### config.mk
export PLATFORM = sky130hd
export DESIGN_NAME = md_arbiter
export DESIGN_NICKNAME = d
export VERILOG_FILES = /design/src/rtl/md_arbiter.sv
export SDC_FILE = /design/constraint.sdc
export NUM_CORES = 1
export LEC_CHECK = 0
export CAP_MARGIN = 20
export CORE_MARGIN = 5
export CORE_UTILIZATION = 37
export DETAILED_ROUTE_END_ITERATION = 10
export PLACE_DENSITY = 0.81
export SLEW_MARGIN = 20
export SYNTH_ARGS = -nofsm -noshare
export SYNTH_HDL_FRONTEND = slang
export SYNTH_SLANG_ARGS = --single-unit
### constraint.sdc
create_clock -name i_clk_n -period 2.2 [get_ports i_clk_n]
set_input_delay 0.44 -clock i_clk_n [delete_from_list [all_inputs] [get_ports i_clk_n]]
set_output_delay 0.44 -clock i_clk_n [all_outputs]
set_load 0.01 [all_outputs]
### src/rtl/md_arbiter.sv
// Two-requester arbiter in front of a shared multi-cycle Mul/Div unit.
// It sequences the unit's en/busy protocol, returns results over valid/ready and aborts hung ops.
module md_arbiter #(
  parameter bit          RR_EN          = 1'b1,
  parameter int unsigned TIMEOUT_CYCLES = 64
) (
  input  logic        i_clk_n,
  input  logic        i_rst,
  input  logic [1:0]  i_req_valid,
  output logic [1:0]  o_req_ready,
  input  logic [63:0] i_req_a,
  input  logic [63:0] i_req_b,
  input  logic [5:0]  i_req_funct3,
  output logic [1:0]  o_rsp_valid,
  input  logic [1:0]  i_rsp_ready,
  output logic [31:0] o_rsp_data,
  output logic        o_rsp_err,
  output logic        o_unit_en,
  output logic [31:0] o_unit_a,
  output logic [31:0] o_unit_b,
  output logic [2:0]  o_unit_funct3,
  input  logic        i_unit_busy,
  input  logic [31:0] i_unit_result,
  output logic        o_owner,
  output logic        o_busy
);

  typedef enum logic [1:0] {StIdle, StIssue, StWait, StResp} state_e;

  localparam logic [7:0] WdogLast = 8'(TIMEOUT_CYCLES - 1);

  state_e      state_q, state_d;
  logic        owner_q, owner_d;
  logic        last_grant_q, last_grant_d;
  logic [31:0] a_q, a_d;
  logic [31:0] b_q, b_d;
  logic [2:0]  f3_q, f3_d;
  logic [31:0] data_q, data_d;
  logic        err_q, err_d;
  logic [7:0]  wdog_q, wdog_d;
  logic        grant;
  logic        accept;

  always_comb begin
    case (i_req_valid)
      2'b01:   grant = 1'b0;
      2'b10:   grant = 1'b1;
      2'b11:   grant = RR_EN ? ~last_grant_q : 1'b0;
      default: grant = 1'b0;
    endcase
  end

  // Ready only advertised in idle, and never while reset is held.
  always_comb begin
    o_req_ready = 2'b00;
    if (state_q == StIdle && !i_rst && (|i_req_valid)) begin
      o_req_ready[grant] = 1'b1;
    end
  end

  assign accept = |(o_req_ready & i_req_valid);

  always_comb begin
    state_d      = state_q;
    owner_d      = owner_q;
    last_grant_d = last_grant_q;
    a_d          = a_q;
    b_d          = b_q;
    f3_d         = f3_q;
    data_d       = data_q;
    err_d        = err_q;
    wdog_d       = wdog_q;
    case (state_q)
      StIdle: begin
        if (accept) begin
          a_d          = grant ? i_req_a[63:32] : i_req_a[31:0];
          b_d          = grant ? i_req_b[63:32] : i_req_b[31:0];
          f3_d         = grant ? i_req_funct3[5:3] : i_req_funct3[2:0];
          owner_d      = grant;
          last_grant_d = grant;
          state_d      = StIssue;
        end
      end
      StIssue: begin
        wdog_d  = 8'd1;
        state_d = StWait;
      end
      StWait: begin
        // Completion is checked first so a result on the timeout cycle is not lost.
        if (!i_unit_busy) begin
          data_d  = i_unit_result;
          err_d   = 1'b0;
          state_d = StResp;
        end else if (wdog_q == WdogLast) begin
          data_d  = 32'd0;
          err_d   = 1'b1;
          state_d = StResp;
        end else begin
          wdog_d = wdog_q + 8'd1;
        end
      end
      StResp: begin
        if (i_rsp_ready[owner_q]) begin
          state_d = StIdle;
        end
      end
      default: state_d = StIdle;
    endcase
  end

  always_ff @(posedge i_clk_n) begin
    if (i_rst) begin
      state_q      <= StIdle;
      owner_q      <= 1'b0;
      last_grant_q <= 1'b1;
      a_q          <= 32'd0;
      b_q          <= 32'd0;
      f3_q         <= 3'd0;
      data_q       <= 32'd0;
      err_q        <= 1'b0;
      wdog_q       <= 8'd0;
    end else begin
      state_q      <= state_d;
      owner_q      <= owner_d;
      last_grant_q <= last_grant_d;
      a_q          <= a_d;
      b_q          <= b_d;
      f3_q         <= f3_d;
      data_q       <= data_d;
      err_q        <= err_d;
      wdog_q       <= wdog_d;
    end
  end

  always_comb begin
    o_rsp_valid = 2'b00;
    if (state_q == StResp) begin
      o_rsp_valid[owner_q] = 1'b1;
    end
  end

  assign o_unit_en     = (state_q == StIssue) || (state_q == StWait);
  assign o_unit_a      = a_q;
  assign o_unit_b      = b_q;
  assign o_unit_funct3 = f3_q;
  assign o_rsp_data    = data_q;
  assign o_rsp_err     = err_q;
  assign o_owner       = owner_q;
  assign o_busy        = (state_q != StIdle);

endmodule

==> out/summary.txt <==
Status: complete, no violations
First-pass DRT Iterations: 6
CTS Sinks: 112
Final instance area: 7691 um2
DR vias/cell: 5.399
Sw frac: 29.08%
Largest family of logic cells by synthesized area: compound AO/OA/AOI/OAI gates
Setup violators final: 0
Drc violations: 0
Max-slew violations: 0
Placed wire-length estimate: 11760 um
Most common cell after layout, fill and taps aside: clkdlybuf4s50_1
Mapped Avg Cell Area: 10.27 um2
Most frequent cells in the layout: clkdlybuf4s50_1, dfxtp_1, nand3_1
RSZ-0062 raised after global routing: no
Crit path time final: 2.121 ns
Tot GR Track Use: 20.92%
Synth Flop Type: dfxtp_1
Fin crit share: 96.43%
Number of max-cap violations: 0
Placed inst area: 7335 um2
CP max FO: 4
Crit path DAT: 1.68 ns
Nets@finish: 874
DR vias: 4551
R2R Path Start: state_q[0]$_SDFFE_PP0P_
Cells after Synth: 428
IO Pins: 280
CTS tree: yes
Yosys warnings: 0
Area share of the largest cell type after synthesis: 51.01%
HP Class: reg -> reg
Crit Path Class: reg -> out
Wire per inst: 18.09 um
IO buf count: 279
Largest net degree at the start of global routing: 62
Die area: 14160 um2
Inserted Diodes: 0
P per Cell Area: 900.4 nW/um2
First-pass GRT wire length: 24150 um
Slew Limit Headroom: 60.12%
Width of the die: 119.0 um
Post-synth net total: 607
Simple-Gate Fraction of Synth Area: 11.64%
Post-CTS Setup Inserts: 0
Vias in the first global route: 4760
CTS H-tree lvls: 3
Area Overhead vs Synth: 74.98%
Post-Route Utilization: 66.79%
Hold-fix buffers, CTS: 0
Post_cts resized: 5
Yosys top cell by area: dfxtp_1
Net Sw Power: 2014 uW
Area of the core: 11520 um2
Synth unique cells: 43
Worst Path Buf+Inv: 2
Total routed wirelength: 15250 um
Fraction of layout cells with a size suffix above 1: 6.000%
Antenna violations before repair: 0
Root Buffer: clkbuf_16
Seq pwr share: 38.7%
Drt initial violations: 365
VDD IR-drop max: 0.5292 mV
Critical path depth: 5
FMAX: 471.4 MHz
Final hold vios: 0
Crit path required time: 1.76 ns
Routability Congestion: 0.8117
CP top delay family: buffers and inverters
Startpoint types: register
P_leak: 0.002867 uW
Ys async rst share: 0%
Clk slew on worst S/H paths: 0.08 ns
Combinational cell fraction of total power: 33.7%
Post-route ant nets: 0
Sequential area share after synthesis: 51.01%
Initial core utilization: 38.17%
Synthesized area: 4395 um2
Row count: 39
CTS Buf Count: 9
Compound-gate portion of the synthesized area: 21.92%
EDFF count, synth: 0
Worst R2R Setup Slack: 0.27 ns
Remaining Overflow, GRT: 0
CP endpoint: o_req_ready[0]
Crit path capture type: output port
Worst clock skew: 0.006491 ns
Worst-Skew Late Latency: 0.35 ns
Critical Path Max Stage Delay: 0.38 ns
Height of the die: 119.0 um
Cell depth of the worst flop-to-flop path: 7
Post-synthesis mux area share: 8.426%
Fill cell count: 906
Xor and xnor fraction of the mapped netlist area: 0%
Least-Margin Pin Slew: 0.5981 ns
Synth area leaders: dfxtp_1, mux2i_1, a222oi_1
FF+latch count, synth: 112
Post-synthesis adder-cell area fraction: 1.708%
CP startpoint: state_q[0]$_SDFFE_PP0P_
Clock Path Buffers: 2
Clk pwr share: 27.6%
Crit-path cells: inv_1 -> ha_2 -> nor2b_2 -> and3_1 -> dlygate4sd2_1
FF-to-FF End: o_unit_a[16]$_SDFFE_PP0P_
Int Pwr: 4911 uW
Slowest cell on crit path: dfxtp_1
-- worst min-delay path by stage --
stage	end	from	slack [ns]	cells past startpoint
2_1_floorplan	last_grant_q$_SDFFE_PP1P_	last_grant_q$_SDFFE_PP1P_	0.45	2
6_report	o_unit_b[12]$_SDFFE_PP0P_	o_unit_b[12]$_SDFFE_PP0P_	0.47	2
5_1_grt	o_unit_b[27]$_SDFFE_PP0P_	o_unit_b[27]$_SDFFE_PP0P_	0.49	2
4_1_cts	o_unit_b[27]$_SDFFE_PP0P_	o_unit_b[27]$_SDFFE_PP0P_	0.48	2
3_3_place_gp	o_unit_b[3]$_SDFFE_PP0P_	o_unit_b[3]$_SDFFE_PP0P_	0.46	2
3_5_place_dp	o_unit_b[27]$_SDFFE_PP0P_	o_unit_b[27]$_SDFFE_PP0P_	0.46	2
-- Yosys cell counts, types with 2 or more instances --
cell type,instances
o21ai_1,2
mux2i_1,37
nor2_1,35
nand4_1,2
a21oi_1,5
and2_1,2
or4_1,2
nand2_1,11
a22o_1,32
buf_2,15
clkbuf_1,15
dfxtp_1,112
a222oi_1,32
nand3_1,41
o21ai_0,38
buf_6,5
ha_1,6
nor2b_1,2
inv_1,5
buf_4,3
nand4bb_1,2
nor3_1,3
-- layout make-up --
class / count / area (um2) / area share (%)
repair buffers: 294 / 2939 / 38.21
well taps: 143 / 178.9 / 2.326
clock buffers: 10 / 239.0 / 3.107
clock inverters: 6 / 115.1 / 1.497
multi-input cells: 272 / 1953 / 25.39
inverters: 6 / 22.52 / 0.2928
flip-flops and latches: 112 / 2243 / 29.17
-- routing by layer --
| metal | share of wire [%] | vias up | global-route usage [%] | wire, um |
|---|---|---|---|---|
| met5 | 0 | - | 0 | 0 |
| met4 | 2.8 | 0 | 8.255 | 420 |
| met3 | 9.3 | 32 | 7.346 | 1413 |
| met2 | 50 | 228 | 36.38 | 7602 |
| met1 | 38 | 2126 | 23.38 | 5812 |
| li1 | - | 2165 | - | - |
-- power by group through the flow --
stage	registers, uW	clock network, uW	logic [uW]
after floorplan	2870	0	783
after global placement	2690	0	2310
after detailed placement	2720	0	2350
after CTS	2680	1960	2360
after global routing	2740	2050	2510
final	2680	1910	2330
-- kinds of logic (layout without fill, tap and decap cells) --
kind of cell,Yosys count,in the layout
adder cells (fa/ha/maj),6,6
multiplexers,37,37
buffers and inverters,44,316
AO/OA/AOI/OAI,124,124
AND/OR/NAND/NOR,105,105
flip-flops,112,112
-- worst min-delay path: cells and delay by family (launching register included) --
family | cells | cell delay, ns
DFF | 1 | 0.31
AOI/OAI and AO/OA | 1 | 0.06
and+or+nand+nor | 1 | 0.05
-- through the flow --
| stage | std cells | hold WS (ns) | worst slack, ns | setup TNS [ns] | total power (uW) |
|---|---|---|---|---|---|
| final | 843 | 0.4725 | 0.07860 | 0 | 6925 |
| after global routing | 843 | 0.4917 | 0.009637 | 0 | 7299 |
| after CTS | 843 | 0.4767 | 0.05420 | 0 | 6996 |
| after detailed placement | 827 | 0.4611 | -0.05218 | -0.1383 | 5069 |
| after global placement | 827 | 0.4555 | -0.03729 | -0.07068 | 5005 |
| after floorplan | 428 | 0.4484 | 0.4668 | 0 | 3653 |
-- sequential cells by signal (all words and copies together) (netlist names) --
signal and cells:
o_rsp_data 32, o_unit_funct3 3, state_q 2, o_unit_b 32
o_rsp_err 1, last_grant_q 1, o_unit_a 32, o_owner 1
wdog_q 8
Power figures use the tool's default switching activity.
